===== src/rtl/decoder.sv =====
// ---------------------------------------------------------------------------
// decoder
//   RV64I instruction decoder for the fetch/decode front end. One instruction
//   word plus its PC is accepted per cycle; the decode result appears one
//   clock later, fully registered.
//
// Ports
//   clk        in   1      rising-edge clock
//   reset      in   1      synchronous, active-high; clears every output
//   in_valid   in   1      instr/pc valid this cycle
//   instr      in   32     instruction word
//   pc         in   XLEN   address of instr
//   out_valid  out  1      decode outputs valid
//   op_id      out  6      mnemonic ID (0 = illegal, 53 = halt)
//   rd/rs1/rs2 out  5      register fields, zero when the format lacks them
//   funct3     out  3      instr[14:12]
//   funct7     out  7      instr[31:25]
//   imm        out  XLEN   sign-extended immediate (zero-extended shamt)
//   target     out  XLEN   pc+imm for branches, JAL and AUIPC, else zero
//   out_pc     out  XLEN   registered copy of pc
//   illegal    out  1      encoding not recognised
//   halt       out  1      all-zero instruction word
// ---------------------------------------------------------------------------
module decoder #(
    parameter int XLEN = 64
) (
    input  logic            clk,
    input  logic            reset,
    input  logic            in_valid,
    input  logic [31:0]     instr,
    input  logic [XLEN-1:0] pc,
    output logic            out_valid,
    output logic [5:0]      op_id,
    output logic [4:0]      rd,
    output logic [4:0]      rs1,
    output logic [4:0]      rs2,
    output logic [2:0]      funct3,
    output logic [6:0]      funct7,
    output logic [XLEN-1:0] imm,
    output logic [XLEN-1:0] target,
    output logic [XLEN-1:0] out_pc,
    output logic            illegal,
    output logic            halt
);

    // Mnemonic IDs
    localparam logic [5:0] OP_ILLEGAL = 6'd0,  OP_LUI   = 6'd1,  OP_AUIPC = 6'd2;
    localparam logic [5:0] OP_JAL     = 6'd3,  OP_JALR  = 6'd4;
    localparam logic [5:0] OP_BEQ     = 6'd5,  OP_BNE   = 6'd6,  OP_BLT   = 6'd7;
    localparam logic [5:0] OP_BGE     = 6'd8,  OP_BLTU  = 6'd9,  OP_BGEU  = 6'd10;
    localparam logic [5:0] OP_LB      = 6'd11, OP_LH    = 6'd12, OP_LW    = 6'd13;
    localparam logic [5:0] OP_LD      = 6'd14, OP_LBU   = 6'd15, OP_LHU   = 6'd16;
    localparam logic [5:0] OP_LWU     = 6'd17;
    localparam logic [5:0] OP_SB      = 6'd18, OP_SH    = 6'd19, OP_SW    = 6'd20;
    localparam logic [5:0] OP_SD      = 6'd21;
    localparam logic [5:0] OP_ADDI    = 6'd22, OP_SLTI  = 6'd23, OP_SLTIU = 6'd24;
    localparam logic [5:0] OP_XORI    = 6'd25, OP_ORI   = 6'd26, OP_ANDI  = 6'd27;
    localparam logic [5:0] OP_SLLI    = 6'd28, OP_SRLI  = 6'd29, OP_SRAI  = 6'd30;
    localparam logic [5:0] OP_ADD     = 6'd31, OP_SUB   = 6'd32, OP_SLL   = 6'd33;
    localparam logic [5:0] OP_SLT     = 6'd34, OP_SLTU  = 6'd35, OP_XOR   = 6'd36;
    localparam logic [5:0] OP_SRL     = 6'd37, OP_SRA   = 6'd38, OP_OR    = 6'd39;
    localparam logic [5:0] OP_AND     = 6'd40;
    localparam logic [5:0] OP_ADDIW   = 6'd41, OP_SLLIW = 6'd42, OP_SRLIW = 6'd43;
    localparam logic [5:0] OP_SRAIW   = 6'd44;
    localparam logic [5:0] OP_ADDW    = 6'd45, OP_SUBW  = 6'd46, OP_SLLW  = 6'd47;
    localparam logic [5:0] OP_SRLW    = 6'd48, OP_SRAW  = 6'd49;
    localparam logic [5:0] OP_FENCE   = 6'd50, OP_ECALL = 6'd51, OP_EBREAK = 6'd52;
    localparam logic [5:0] OP_HALT    = 6'd53;

    // Major opcodes
    localparam logic [6:0] OPC_LUI    = 7'b0110111, OPC_AUIPC  = 7'b0010111;
    localparam logic [6:0] OPC_JAL    = 7'b1101111, OPC_JALR   = 7'b1100111;
    localparam logic [6:0] OPC_BRANCH = 7'b1100011, OPC_LOAD   = 7'b0000011;
    localparam logic [6:0] OPC_STORE  = 7'b0100011, OPC_OPIMM  = 7'b0010011;
    localparam logic [6:0] OPC_OP     = 7'b0110011, OPC_OPIMM32 = 7'b0011011;
    localparam logic [6:0] OPC_OP32   = 7'b0111011, OPC_FENCE  = 7'b0001111;
    localparam logic [6:0] OPC_SYSTEM = 7'b1110011;

    logic [6:0]      w_opcode;
    logic [2:0]      w_funct3;
    logic [6:0]      w_funct7;
    logic [XLEN-1:0] w_imm_i, w_imm_s, w_imm_b, w_imm_u, w_imm_j;
    logic [XLEN-1:0] w_shamt6, w_shamt5;

    logic [5:0]      w_op;
    logic            w_use_rd, w_use_rs1, w_use_rs2, w_has_tgt;
    logic [XLEN-1:0] w_imm_raw;

    logic            w_illegal, w_halt;
    logic [4:0]      w_rd, w_rs1, w_rs2;
    logic [XLEN-1:0] w_imm, w_target;

    logic            r_out_valid;
    logic [5:0]      r_op_id;
    logic [4:0]      r_rd, r_rs1, r_rs2;
    logic [2:0]      r_funct3;
    logic [6:0]      r_funct7;
    logic [XLEN-1:0] r_imm, r_target, r_out_pc;
    logic            r_illegal, r_halt;

    assign w_opcode = instr[6:0];
    assign w_funct3 = instr[14:12];
    assign w_funct7 = instr[31:25];

    // Immediate formats, all sign-extended from instr[31]
    assign w_imm_i  = {{(XLEN-12){instr[31]}}, instr[31:20]};
    assign w_imm_s  = {{(XLEN-12){instr[31]}}, instr[31:25], instr[11:7]};
    assign w_imm_b  = {{(XLEN-13){instr[31]}}, instr[31], instr[7], instr[30:25], instr[11:8], 1'b0};
    assign w_imm_u  = {{(XLEN-32){instr[31]}}, instr[31:12], 12'd0};
    assign w_imm_j  = {{(XLEN-21){instr[31]}}, instr[31], instr[19:12], instr[20], instr[30:21], 1'b0};
    // Shift amounts are zero-extended: 6 bits for RV64 shifts, 5 for *W shifts
    assign w_shamt6 = {{(XLEN-6){1'b0}}, instr[25:20]};
    assign w_shamt5 = {{(XLEN-5){1'b0}}, instr[24:20]};

    // Classify the instruction word: mnemonic, used fields, immediate choice
    always_comb begin
        w_op      = OP_ILLEGAL;
        w_use_rd  = 1'b0;
        w_use_rs1 = 1'b0;
        w_use_rs2 = 1'b0;
        w_has_tgt = 1'b0;
        w_imm_raw = {XLEN{1'b0}};
        if (instr == 32'h0000_0000) begin
            w_op = OP_HALT;
        end else begin
            case (w_opcode)
                OPC_LUI: begin
                    w_op = OP_LUI;  w_use_rd = 1'b1; w_imm_raw = w_imm_u;
                end
                OPC_AUIPC: begin
                    w_op = OP_AUIPC; w_use_rd = 1'b1; w_imm_raw = w_imm_u; w_has_tgt = 1'b1;
                end
                OPC_JAL: begin
                    w_op = OP_JAL;  w_use_rd = 1'b1; w_imm_raw = w_imm_j; w_has_tgt = 1'b1;
                end
                OPC_JALR: begin
                    w_use_rd = 1'b1; w_use_rs1 = 1'b1; w_imm_raw = w_imm_i;
                    case (w_funct3)
                        3'b000:  w_op = OP_JALR;
                        default: w_op = OP_ILLEGAL;
                    endcase
                end
                OPC_BRANCH: begin
                    w_use_rs1 = 1'b1; w_use_rs2 = 1'b1; w_imm_raw = w_imm_b; w_has_tgt = 1'b1;
                    case (w_funct3)
                        3'b000:  w_op = OP_BEQ;
                        3'b001:  w_op = OP_BNE;
                        3'b100:  w_op = OP_BLT;
                        3'b101:  w_op = OP_BGE;
                        3'b110:  w_op = OP_BLTU;
                        3'b111:  w_op = OP_BGEU;
                        default: w_op = OP_ILLEGAL;
                    endcase
                end
                OPC_LOAD: begin
                    w_use_rd = 1'b1; w_use_rs1 = 1'b1; w_imm_raw = w_imm_i;
                    case (w_funct3)
                        3'b000:  w_op = OP_LB;
                        3'b001:  w_op = OP_LH;
                        3'b010:  w_op = OP_LW;
                        3'b011:  w_op = OP_LD;
                        3'b100:  w_op = OP_LBU;
                        3'b101:  w_op = OP_LHU;
                        3'b110:  w_op = OP_LWU;
                        default: w_op = OP_ILLEGAL;
                    endcase
                end
                OPC_STORE: begin
                    w_use_rs1 = 1'b1; w_use_rs2 = 1'b1; w_imm_raw = w_imm_s;
                    case (w_funct3)
                        3'b000:  w_op = OP_SB;
                        3'b001:  w_op = OP_SH;
                        3'b010:  w_op = OP_SW;
                        3'b011:  w_op = OP_SD;
                        default: w_op = OP_ILLEGAL;
                    endcase
                end
                OPC_OPIMM: begin
                    w_use_rd = 1'b1; w_use_rs1 = 1'b1; w_imm_raw = w_imm_i;
                    // RV64 shifts carry a 6-bit shamt, so only funct6 is checked
                    case (w_funct3)
                        3'b000:  w_op = OP_ADDI;
                        3'b010:  w_op = OP_SLTI;
                        3'b011:  w_op = OP_SLTIU;
                        3'b100:  w_op = OP_XORI;
                        3'b110:  w_op = OP_ORI;
                        3'b111:  w_op = OP_ANDI;
                        3'b001: begin
                            w_imm_raw = w_shamt6;
                            case (instr[31:26])
                                6'b000000: w_op = OP_SLLI;
                                default:   w_op = OP_ILLEGAL;
                            endcase
                        end
                        3'b101: begin
                            w_imm_raw = w_shamt6;
                            case (instr[31:26])
                                6'b000000: w_op = OP_SRLI;
                                6'b010000: w_op = OP_SRAI;
                                default:   w_op = OP_ILLEGAL;
                            endcase
                        end
                        default: w_op = OP_ILLEGAL;
                    endcase
                end
                OPC_OP: begin
                    w_use_rd = 1'b1; w_use_rs1 = 1'b1; w_use_rs2 = 1'b1;
                    case ({w_funct7, w_funct3})
                        10'b0000000_000: w_op = OP_ADD;
                        10'b0100000_000: w_op = OP_SUB;
                        10'b0000000_001: w_op = OP_SLL;
                        10'b0000000_010: w_op = OP_SLT;
                        10'b0000000_011: w_op = OP_SLTU;
                        10'b0000000_100: w_op = OP_XOR;
                        10'b0000000_101: w_op = OP_SRL;
                        10'b0100000_101: w_op = OP_SRA;
                        10'b0000000_110: w_op = OP_OR;
                        10'b0000000_111: w_op = OP_AND;
                        default:         w_op = OP_ILLEGAL;
                    endcase
                end
                OPC_OPIMM32: begin
                    w_use_rd = 1'b1; w_use_rs1 = 1'b1;
                    // *W shifts use a 5-bit shamt; instr[25] is part of funct7
                    case (w_funct3)
                        3'b000: begin
                            w_op = OP_ADDIW; w_imm_raw = w_imm_i;
                        end
                        3'b001: begin
                            w_imm_raw = w_shamt5;
                            case (w_funct7)
                                7'b0000000: w_op = OP_SLLIW;
                                default:    w_op = OP_ILLEGAL;
                            endcase
                        end
                        3'b101: begin
                            w_imm_raw = w_shamt5;
                            case (w_funct7)
                                7'b0000000: w_op = OP_SRLIW;
                                7'b0100000: w_op = OP_SRAIW;
                                default:    w_op = OP_ILLEGAL;
                            endcase
                        end
                        default: w_op = OP_ILLEGAL;
                    endcase
                end
                OPC_OP32: begin
                    w_use_rd = 1'b1; w_use_rs1 = 1'b1; w_use_rs2 = 1'b1;
                    case ({w_funct7, w_funct3})
                        10'b0000000_000: w_op = OP_ADDW;
                        10'b0100000_000: w_op = OP_SUBW;
                        10'b0000000_001: w_op = OP_SLLW;
                        10'b0000000_101: w_op = OP_SRLW;
                        10'b0100000_101: w_op = OP_SRAW;
                        default:         w_op = OP_ILLEGAL;
                    endcase
                end
                OPC_FENCE: begin
                    w_use_rd = 1'b1; w_use_rs1 = 1'b1; w_imm_raw = w_imm_i;
                    case (w_funct3)
                        3'b000:  w_op = OP_FENCE;
                        default: w_op = OP_ILLEGAL;
                    endcase
                end
                OPC_SYSTEM: begin
                    // Only the two exact encodings are accepted
                    case (instr)
                        32'h0000_0073: w_op = OP_ECALL;
                        32'h0010_0073: w_op = OP_EBREAK;
                        default:       w_op = OP_ILLEGAL;
                    endcase
                end
                default: w_op = OP_ILLEGAL;
            endcase
        end
    end

    // Illegal words keep their raw register fields but report no immediate/target
    always_comb begin
        w_illegal = (w_op == OP_ILLEGAL);
        w_halt    = (w_op == OP_HALT);
        w_rd      = (w_illegal || w_use_rd)  ? instr[11:7]  : 5'd0;
        w_rs1     = (w_illegal || w_use_rs1) ? instr[19:15] : 5'd0;
        w_rs2     = (w_illegal || w_use_rs2) ? instr[24:20] : 5'd0;
        w_imm     = w_illegal ? {XLEN{1'b0}} : w_imm_raw;
        // Wrap-around of pc+imm is intentional
        w_target  = (w_has_tgt && !w_illegal) ? (pc + w_imm) : {XLEN{1'b0}};
    end

    // Output register: cleared by reset, loaded on in_valid, data held when idle
    always_ff @(posedge clk) begin
        if (reset) begin
            r_out_valid <= 1'b0;
            r_op_id     <= 6'd0;
            r_rd        <= 5'd0;
            r_rs1       <= 5'd0;
            r_rs2       <= 5'd0;
            r_funct3    <= 3'd0;
            r_funct7    <= 7'd0;
            r_imm       <= {XLEN{1'b0}};
            r_target    <= {XLEN{1'b0}};
            r_out_pc    <= {XLEN{1'b0}};
            r_illegal   <= 1'b0;
            r_halt      <= 1'b0;
        end else if (in_valid) begin
            r_out_valid <= 1'b1;
            r_op_id     <= w_op;
            r_rd        <= w_rd;
            r_rs1       <= w_rs1;
            r_rs2       <= w_rs2;
            r_funct3    <= w_funct3;
            r_funct7    <= w_funct7;
            r_imm       <= w_imm;
            r_target    <= w_target;
            r_out_pc    <= pc;
            r_illegal   <= w_illegal;
            r_halt      <= w_halt;
        end else begin
            r_out_valid <= 1'b0;
        end
    end

    assign out_valid = r_out_valid;
    assign op_id     = r_op_id;
    assign rd        = r_rd;
    assign rs1       = r_rs1;
    assign rs2       = r_rs2;
    assign funct3    = r_funct3;
    assign funct7    = r_funct7;
    assign imm       = r_imm;
    assign target    = r_target;
    assign out_pc    = r_out_pc;
    assign illegal   = r_illegal;
    assign halt      = r_halt;

endmodule


===== config.mk =====
export PLATFORM = sky130hd
export DESIGN_NAME = decoder
export DESIGN_NICKNAME = d
export VERILOG_FILES = /design/src/rtl/decoder.sv
export SDC_FILE = /design/constraint.sdc
export NUM_CORES = 1
export LEC_CHECK = 0
export ABC_AREA = 1
export CAP_MARGIN = 5
export CELL_PAD_IN_SITES_DETAIL_PLACEMENT = 0
export CELL_PAD_IN_SITES_GLOBAL_PLACEMENT = 1
export CORE_AREA = 2 2 203 205
export CTS_CLUSTER_SIZE = 30
export DETAILED_ROUTE_END_ITERATION = 6
export DIE_AREA = 0 0 205 207
export PLACE_DENSITY = 0.83
export SLEW_MARGIN = 20
export SYNTH_ARGS = -nofsm -noshare
export SYNTH_HDL_FRONTEND = slang
export SYNTH_SLANG_ARGS = --single-unit

===== constraint.sdc =====
create_clock -name clk -period 3.6 [get_ports clk]
set_input_delay 0.36 -clock clk [delete_from_list [all_inputs] [get_ports clk]]
set_output_delay 0.36 -clock clk [all_outputs]
set_load 0.02 [all_outputs]

==> results.json, run 1 <==
{
  "finalNetCount": 2767,
  "required_ps": 3980,
  "grt_pass1_vias": 15551,
  "synth-edff-count": 0,
  "critical-path-max-stage-delay_ps": 280,
  "final.setup.worst_slack_ps": -244,
  "clk_pin_slew_worst_paths_ps": 80,
  "p_sw_mw": 1.69,
  "slew_violations": 0,
  "endpoint_kind": "register",
  "p_clk_share_pct": 36.0,
  "setup_viol": 44,
  "fin_worst_skew_ps": 0,
  "synth-async-reset-ratio_pct": 0,
  "top_usage_layer": "met2",
  "drive_gt1_share_pct": 41.9,
  "layout_commonest_cell": "buf_4",
  "yosys.area.top_type_share_pct": 31.5,
  "ys.flop_type": "dfxtp_1",
  "power.leakage_nw": 10.2,
  "syn_inst": 1807,
  "htreeDepth": 4,
  "rsz0062_at_grt": "true",
  "synth_seq_area_share_pct": 31.5,
  "initialDrtViolationCount": 815,
  "grt_max_degree": 146,
  "clock-sinks": 194,
  "gp_congestion": 0.967,
  "synth_area_leaders": "dfxtp_1, nand2_1, ha_1, a22o_1, o21ai_0",
  "syn_area_per_cell_sq_um": 6.83,
  "cts_tree": "done",
  "die_w_um": 205,
  "synth_area_sq_um": 12300,
  "antenna_found_initial": 0,
  "initial_core_util_pct": 30.6,
  "ys_types": 49,
  "route.vias.total": 15989,
  "layout_min_cycle_time_ps": 3840,
  "track_usage_pct": 27.3,
  "seqPwrFrac_pct": 41.4,
  "powerDensity_nw_per_um2": 231,
  "dpl.hpwl_um": 45800,
  "ys_seq_elements": 194,
  "grt_pass1_wl_um": 89200,
  "synth_top_cell_by_area": "dfxtp_1",
  "p_comb_share_pct": 22.6,
  "cts_buffers": 17,
  "intPower_mw": 3.72,
  "cp_max_fo": 7,
  "violations": "setup timing",
  "final_hold_viol_count": 0,
  "peakVddDrop_uv": 322,
  "gr-total-overflow": 0,
  "mostFrequentLayoutCells": "buf_4, nand2_1, clkdlybuf4s50_1",
  "maxSlewHeadroom_pct": 35.2,
  "fin_crit_sh_pct": 107,
  "grt_use_met2_pct": 46.3,
  "maxCapViolCount": 0,
  "fp-row-count": 74,
  "fill_cells": 3655,
  "cts_hold_buf": 0,
  "yosysWarnings": 0,
  "firstDrtPassIters": 5,
  "viasPerCell": 5.08,
  "cts_buffer_depth": 2,
  "worstPathArrival_ps": 4220,
  "insertedDiodeCount": 0,
  "finalNonFillerCells": 3149,
  "timing.fmax_mhz": 260,
  "area_delta_synth_final_pct": 89.9,
  "path_common_cell": "nand2_2",
  "crit_path_top_delay_cell": "nor2_4",
  "use_met3_pct": 4.55,
  "synth_nets": 1970,
  "die_area_sq_um": 42400,
  "wire_per_inst_um": 19.3,
  "start_kind": "input port",
  "drc": 0,
  "io_buffers": 324,
  "wl_um": 60800,
  "criticalPathCategory": "input port to register",
  "min_path_type": "input port to register",
  "ant_nets": 0,
  "ios": 325,
  "swShare_pct": 31.2,
  "worst_pin_slew_ps": 970,
  "status": "finished with violations",
  "root_buffer": "clkbuf_16",
  "pre_cts_slack_ps": -1490,
  "use_met1_pct": 34.0,
  "placed_cells": 2991,
  "clock_latency_ps": 480,
  "core-area_sq_um": 40400,
  "finish.utilization_pct": 58.0,
  "die_h_um": 207
}
[registers in the layout, summed over array words and instances (netlist names)]
| register | count |
|---|---|
| funct3 | 3 |
| rs2 | 5 |
| target | 64 |
| imm | 32 |
| funct7 | 7 |
| out_valid | 1 |
| rd | 5 |
| out_pc | 64 |
| op_id | 6 |
| rs1 | 5 |
| halt | 1 |
| illegal | 1 |
[power groups by stage]
stage / sequential, mW / combinational (mW) / clock, mW
final: 2.24 / 1.22 / 1.95
after detailed placement: 2.29 / 1.00 / 0
after global routing: 2.25 / 1.29 / 2.06
after floorplan: 2.36 / 0.344 / 0
after CTS: 2.24 / 1.12 / 1.98
after global placement: 2.29 / 0.999 / 0
[synth_stat cells, drive strengths merged, types with 29 or more instances]
cell,instances
clkbuf,34
buf,50
nor2,195
nand3,114
or2,29
o21ai,142
ha,63
nand2,454
a21oi,116
inv,178
dfxtp,194
a22o,85
[kinds of logic (layout without fill, tap and decap cells)]
| group | after synthesis | in the layout | synth area share [%] |
|---|---|---|---|
| fa+ha+maj | 64 | 64 | 6.55 |
| compound gates | 428 | 428 | 21.8 |
| buf+inv | 263 | 1073 | 9.45 |
| xor+xnor | 15 | 15 | 1.06 |
| flops | 194 | 194 | 31.5 |
| simple gates | 843 | 843 | 29.6 |
[layer usage]
metal | up-vias | wire length [um]
met5 | - | 0
met4 | 0 | 2210
met3 | 122 | 3120
met2 | 510 | 29600
met1 | 7680 | 25900
li1 | 7677 | -
[area by class of cell]
class                      count  area, sq um  area share, %
clock buffer                  20          457           1.95
multi-input combinational   1350         9980           42.6
sequential                   194         3880           16.6
clock inverter                12          113          0.481
timing repair buffer         862         7610           32.5
tap                          532          666           2.84
inverter                     179          713           3.04
[worst max-delay path, delay by kind of cell]
kind | cells | cell delay [ps]
compound gates | 4 | 700
fa+ha+maj | 1 | 260
buf+inv | 4 | 510
simple gates | 21 | 2380
[path summary, 6_finish.rpt]
| check | start | end | slack (ps) | depth (start not counted) |
|---|---|---|---|---|
| min | instr[20] | rs2[0]$_SDFFE_PP0P_ | 230 | 3 |
| min reg2reg | imm[24]$_SDFFE_PP0P_ | imm[24]$_SDFFE_PP0P_ | 450 | 2 |
| max reg2reg | imm[62]$_SDFFE_PP0P_ | imm[62]$_SDFFE_PP0P_ | 2380 | 2 |
| max | instr[26] | target[59]$_SDFFE_PP0P_ | -240 | 30 |
[metrics by stage]
| step | instance area, sq um | power (mW) | hold WS (ps) | setup TNS, ps |
|---|---|---|---|---|
| 2_1_floorplan | 12400 | 2.71 | 455 | -3590 |
| 3_3_place_gp | 19000 | 3.29 | 437 | -69020 |
| 3_5_place_dp | 19000 | 3.29 | 438 | -71230 |
| 4_1_cts | 21900 | 5.35 | 203 | -1990 |
| 5_1_grt | 23400 | 5.60 | 232 | -12540 |
| 6_report | 23400 | 5.41 | 227 | -4580 |
[what timing repair did]
action | in CTS | in global routing
cloned | 3 | 1
buffers inserted | 81 | 51
endpoints found under the setup margin | 59 | 55
endpoints found under the hold margin | 0 | 0
pin swaps | 124 | 142
resized for setup | 501 | 328
No activity file was read; power rests on OpenSTA's default activity.
==> run 2: changes to the inputs <==
--- a/config.mk
+++ b/config.mk
@@ -10,10 +10,10 @@
 export CELL_PAD_IN_SITES_DETAIL_PLACEMENT = 0
 export CELL_PAD_IN_SITES_GLOBAL_PLACEMENT = 1
 export CORE_AREA = 2 2 203 205
-export CTS_CLUSTER_SIZE = 30
 export DETAILED_ROUTE_END_ITERATION = 6
 export DIE_AREA = 0 0 205 207
-export PLACE_DENSITY = 0.83
+export HOLD_SLACK_MARGIN = 0.05
+export PLACE_DENSITY = 0.8
 export SLEW_MARGIN = 20
 export SYNTH_ARGS = -nofsm -noshare
 export SYNTH_HDL_FRONTEND = slang
==> run 2 against run 1 <==
  * The flow still finishes with violations (setup timing)
  * Via count decreased by 0.82%
  * Power rose by 3.4%
  * Fmax grew 4.8%
  * Non-clock buffer count is 26 higher
  * Global-route usage increased by 1.3 points
  * Worst setup slack improved by 180 ps
  * Final cell count up 0.86%
  * Sequential power barely moved
  * Flip-flop and latch count unchanged
  * Clock skew unchanged
  * Register-to-register slack worse by 50 ps
  * Highest routed layer unchanged
==> results.json, run 2 (synthesis results as in run 1) <==
{
  "required_ps": 3980,
  "root_buffer": "clkbuf_16",
  "fin_setup_tns_ps": -339,
  "cts_hold_buf": 0,
  "core-area_sq_um": 40400,
  "initialDrtViolationCount": 755,
  "start_kind": "input port",
  "drc": 0,
  "fill_cells": 3685,
  "dpl.hpwl_um": 47700,
  "violations": "setup timing",
  "die_h_um": 207,
  "endpoint_kind": "register",
  "placed_cells": 3024,
  "rsz0062_at_grt": "true",
  "die_area_sq_um": 42400,
  "timing.fmax_mhz": 273,
  "clock-sinks": 194,
  "layout_commonest_cell": "buf_4",
  "cts_buffer_depth": 2,
  "grt_pass1_wl_um": 92500,
  "maxCapViolCount": 0,
  "die_w_um": 205,
  "grt_pass1_vias": 15771,
  "multiInputGateArea_sq_um": 10200,
  "status": "finished with violations",
  "finalNonFillerCells": 3176,
  "power.leakage_nw": 10.4,
  "firstDrtPassIters": 7,
  "drive_gt1_share_pct": 44.8,
  "clk_pin_slew_worst_paths_ps": 80,
  "worstPathArrival_ps": 4050,
  "gr-total-overflow": 0,
  "worst_pin_slew_ps": 990,
  "gp_congestion": 0.938,
  "ios": 325,
  "powerDensity_nw_per_um2": 233,
  "fin_crit_sh_pct": 102,
  "route.vias.total": 15858,
  "wl_um": 62400,
  "io_buffers": 324,
  "viasPerCell": 4.99,
  "cts_tree": "done",
  "min_path_type": "input port to register",
  "fp-row-count": 74,
  "track_usage_pct": 28.6,
  "slew_violations": 0,
  "cp_max_fo": 7,
  "final.setup.worst_slack_ps": -66.8,
  "clock_latency_ps": 470,
  "finalNetCount": 2793,
  "ant_nets": 0,
  "grt_max_degree": 138,
  "initial_core_util_pct": 30.6,
  "peakVddDrop_uv": 348,
  "antenna_found_initial": 1,
  "area_delta_synth_final_pct": 94.4,
  "power_mw": 5.60,
  "mostFrequentLayoutCells": "buf_4, nand2_1, clkdlybuf4s50_1",
  "criticalPathCategory": "input port to register",
  "setup_viol": 11,
  "htreeDepth": 4,
  "wire_per_inst_um": 19.7,
  "cts_buffers": 17,
  "fin_worst_skew_ps": 0,
  "maxSlewHeadroom_pct": 33.9,
  "layout_min_cycle_time_ps": 3670,
  "seq_area_sq_um": 3880,
  "final_hold_viol_count": 0
}
[run 2: final timing paths]
| path | startpoint | to | slack [ps] | cells past startpoint |
|---|---|---|---|---|
| max | instr[20] | target[58]$_SDFFE_PP0P_ | -70 | 28 |
| min | instr[13] | funct3[1]$_SDFFE_PP0P_ | 210 | 3 |
| max reg2reg | imm[62]$_SDFFE_PP0P_ | imm[62]$_SDFFE_PP0P_ | 2330 | 2 |
| min reg2reg | imm[5]$_SDFFE_PP0P_ | imm[5]$_SDFFE_PP0P_ | 450 | 2 |
[run 2: worst max-delay path, stage by stage]
cell and delay [ps]:
clkdlybuf4s15_2 250, nor2_1 120, nand4_1 220, nor2_4 190, nand4_1 130, buf_6 150, nand3b_1 150, nor2_4 60
nand3_4 90, nand2_8 130, buf_6 160, nor2_4 110, inv_2 60, fa_2 400, o21ai_4 170, nand2_1 90
nand2_2 120, inv_2 50, o21bai_4 150, nand2_2 70, nand2_2 90, nand2_2 70, nand2_4 110, nand4_1 230
nand2_1 120, nand2_1 50, nand3_1 70, nand2_1 50
[run 2: stage by stage]
step / utilization [%] / hold slack (ps) / setup WS (ps) / cell area (sq um)
floorplan: - / 455 / -236 / 12400
global placement: 47.6 / 438 / -1480 / 19200
detailed placement: 47.6 / 441 / -1500 / 19200
CTS: 56.3 / 214 / -72.6 / 22700
global route: 59.4 / 201 / -269 / 24000
finish: 59.4 / 206 / -66.8 / 24000
[run 2: where the power goes]
part	internal [mW]	total, mW	switching [mW]	leakage (nW)
Sequential	2.21	2.24	0.0340	1.58
Combinational	0.597	1.27	0.672	8.48
Clock	1.06	2.09	1.03	0.301
[run 2: what timing repair did]
item                                    in CTS  in global routing
gates resized for setup                    578                293
pin swaps                                  152                138
buffers inserted                            94                 36
endpoints found under the setup margin      59                 54
gates cloned                                 5                  0
[run 2: final cells by class]
type | count | share of cell area (%)
inverter | 179 | 2.96
antenna | 1 | 0.0104
timing repair buffer | 888 | 32.8
multi-input combinational | 1350 | 42.7
sequential | 194 | 16.2
tap | 532 | 2.78
clock buffer | 17 | 1.77
clock inverter | 15 | 0.835
[run 2: per-layer routing]
| layer | vias up | global-route usage (%) | wire length [um] |
|---|---|---|---|
| met5 | - | 0 | 0 |
| met4 | 0 | 8.71 | 1670 |
| met3 | 83 | 4.86 | 3220 |
| met2 | 466 | 49.0 | 30500 |
| met1 | 7563 | 36.4 | 27000 |
| li1 | 7746 | - | - |
==> run 3: changes to the inputs <==
--- a/config.mk
+++ b/config.mk
@@ -6,12 +6,13 @@
 export NUM_CORES = 1
 export LEC_CHECK = 0
 export ABC_AREA = 1
-export CAP_MARGIN = 5
+export CAP_MARGIN = 0
 export CELL_PAD_IN_SITES_DETAIL_PLACEMENT = 0
 export CELL_PAD_IN_SITES_GLOBAL_PLACEMENT = 1
 export CORE_AREA = 2 2 203 205
 export DETAILED_ROUTE_END_ITERATION = 6
 export DIE_AREA = 0 0 205 207
+export GPL_ROUTABILITY_DRIVEN = 0
 export HOLD_SLACK_MARGIN = 0.05
 export PLACE_DENSITY = 0.8
 export SLEW_MARGIN = 20
==> run 3 against run 2 <==
  * The run still ends with setup timing left
  * Critical path depth stayed put
  * Routed wire length down 12%
  * Final cell count down 3.7%
  * Flip-flop and latch count is the same
  * Sequential power barely moved
  * Largest power group unchanged
  * Critical path type unchanged
  * First-iteration DRC count rose by 19%
  * Die area stayed put
  * Power is 3.5% lower
  * Register-to-register slack gained 20 ps
  * Sequential share of layout area increased by 1.5 points
  * Core utilization fell by 4.9 points
==> results.json, run 3 (synthesis results as in run 1) <==
{
  "worst_pin_slew_ps": 983,
  "final_hold_viol_count": 0,
  "finalNonFillerCells": 3059,
  "ant_nets": 0,
  "top_usage_layer": "met2",
  "gr-total-overflow": 0,
  "cp.depth": 28,
  "final.setup.worst_slack_ps": -67.4,
  "endpoint_kind": "register",
  "crit_path_top_delay_cell": "ha_2",
  "timing.fmax_mhz": 273,
  "intPower_mw": 3.70,
  "wl_um": 54700,
  "drive_gt1_share_pct": 38.1,
  "p_comb_share_pct": 21.1,
  "core-area_sq_um": 40400,
  "p_sw_mw": 1.71,
  "p_clk_share_pct": 37.4,
  "fp-row-count": 74,
  "wire_per_inst_um": 17.9,
  "cts_tree": "done",
  "worstSetupEndpoint": "target[56]$_SDFFE_PP0P_",
  "placed_cells": 2966,
  "maxCapViolCount": 0,
  "htreeDepth": 4,
  "route.vias.total": 15403,
  "dpl.hpwl_um": 42700,
  "cts_buffers": 17,
  "firstDrtPassIters": 6,
  "ios": 325,
  "multiInputGateArea_sq_um": 9410,
  "powerDensity_nw_per_um2": 245,
  "critical-path-max-stage-delay_ps": 360,
  "maxSlewHeadroom_pct": 34.4,
  "start_kind": "input port",
  "clock_latency_ps": 470,
  "grt_pass1_vias": 14953,
  "initialDrtViolationCount": 901,
  "min_path_type": "input port to register",
  "required_ps": 3970,
  "grt_max_degree": 110,
  "power.leakage_nw": 9.48,
  "r2r_cells": 2,
  "violations": "setup timing",
  "area_delta_synth_final_pct": 78.4,
  "r2r_start": "imm[62]$_SDFFE_PP0P_",
  "use_met3_pct": 3.30,
  "die_w_um": 205,
  "seqPwrFrac_pct": 41.5,
  "cp_num_buf_inv": 4,
  "insertedDiodeCount": 0,
  "seq_area_sq_um": 3880,
  "grt_pass1_wl_um": 82100,
  "holdWs_ps": 181,
  "criticalPathCategory": "input port to register",
  "grt_use_met2_pct": 42.3,
  "placed_cell_area_sq_um": 18800,
  "track_usage_pct": 24.7,
  "initial_core_util_pct": 30.6,
  "fill_cells": 3795,
  "path_delay_family": "simple AND/OR/NAND/NOR gates",
  "r2r-end": "imm[62]$_SDFFE_PP0P_",
  "die_h_um": 207,
  "fin_worst_skew_ps": 0,
  "rsz0062_at_grt": "true",
  "setup_viol": 12,
  "swShare_pct": 31.6,
  "finalNetCount": 2677,
  "worstSetupStartpoint": "instr[2]",
  "mostFrequentLayoutCells": "buf_4, nand2_1, clkdlybuf4s50_1",
  "power_mw": 5.40,
  "whs_path_depth": 3,
  "drc": 0,
  "peakVddDrop_uv": 311,
  "worstPathArrival_ps": 4040,
  "viasPerCell": 5.04,
  "root_buffer": "clkbuf_16",
  "die_area_sq_um": 42400,
  "cts_buffer_depth": 2,
  "layout_min_cycle_time_ps": 3670,
  "fin_crit_sh_pct": 102,
  "io_buffers": 324,
  "clk_pin_slew_worst_paths_ps": 80,
  "antenna_found_initial": 0,
  "use_met1_pct": 31.3,
  "clock-sinks": 194,
  "design_area_sq_um": 22000,
  "r2r_slack_ps": 2350,
  "layout_commonest_cell": "buf_4",
  "status": "finished with violations",
  "slew_violations": 0,
  "cp_max_fo": 8
}
==> run 3: changes by cell type in the layout (fill, tap and decap cells not counted), moves of 16 or more <==
cell,delta
inv_1,+16
nor2_1,+18
nand2_1,+24
ha_4,-19
buf_6,-24
buf_4,-84
==> run 3: worst min-delay path by stage <==
| stage | start | end |
|---|---|---|
| finish | instr[13] | funct3[1]$_SDFFE_PP0P_ |
| CTS | instr[13] | funct3[1]$_SDFFE_PP0P_ |
| floorplan | in_valid | illegal$_SDFFE_PP0P_ |
| global placement | rs2[1]$_SDFFE_PP0P_ | rs2[1]$_SDFFE_PP0P_ |
| global route | instr[20] | rs2[0]$_SDFFE_PP0P_ |
| detailed placement | imm[20]$_SDFFE_PP0P_ | imm[20]$_SDFFE_PP0P_ |
==> run 3: stage by stage <==
step | setup TNS [ps] | worst slack, ps | util [%]
after CTS | -37.8 | -34.5 | 51.6
after floorplan | -3590 | -236 | -
after global routing | -8740 | -341 | 54.5
after detailed placement | -62380 | -1490 | 46.6
final | -390 | -67.4 | 54.5
after global placement | -57790 | -1390 | 46.6
==> run 3: worst register-to-register path, cell delays in order (launching register included) <==
cell and delay [ps]:
dfxtp_1 970, nand2_1 120, o21ai_0 90
==> run 3: layout make-up <==
| type | instances | area share [%] |
|---|---|---|
| Clock buffer | 17 | 1.93 |
| Clock inverter | 15 | 0.961 |
| Inverter | 179 | 3.12 |
| Multi-Input combinational cell | 1351 | 42.8 |
| Sequential cell | 194 | 17.6 |
| Tap cell | 532 | 3.02 |
| Timing Repair Buffer | 771 | 30.5 |
==> run 3: repair_timing <==
action,CTS,global route
hold buffers,0,0
gates cloned,2,0
pin swaps,80,75
setup endpoints to repair,57,55
buffers inserted,42,22
hold endpoints to repair,0,0
gates resized for setup,376,299
==> run 3: routing by layer <==
metal | up-vias | share of wire [%]
li1 | 7489 | -
met1 | 7259 | 43
met2 | 551 | 48
met3 | 104 | 5.9
met4 | 0 | 3.5
met5 | - | 0
==> run 3: power groups by stage <==
stage	logic, mW	clock network, mW	registers [mW]
4_1_cts	1.07	2.06	2.24
6_report	1.14	2.02	2.24
2_1_floorplan	0.344	0	2.36
5_1_grt	1.22	2.15	2.25
3_5_place_dp	0.990	0	2.29
3_3_place_gp	0.982	0	2.29
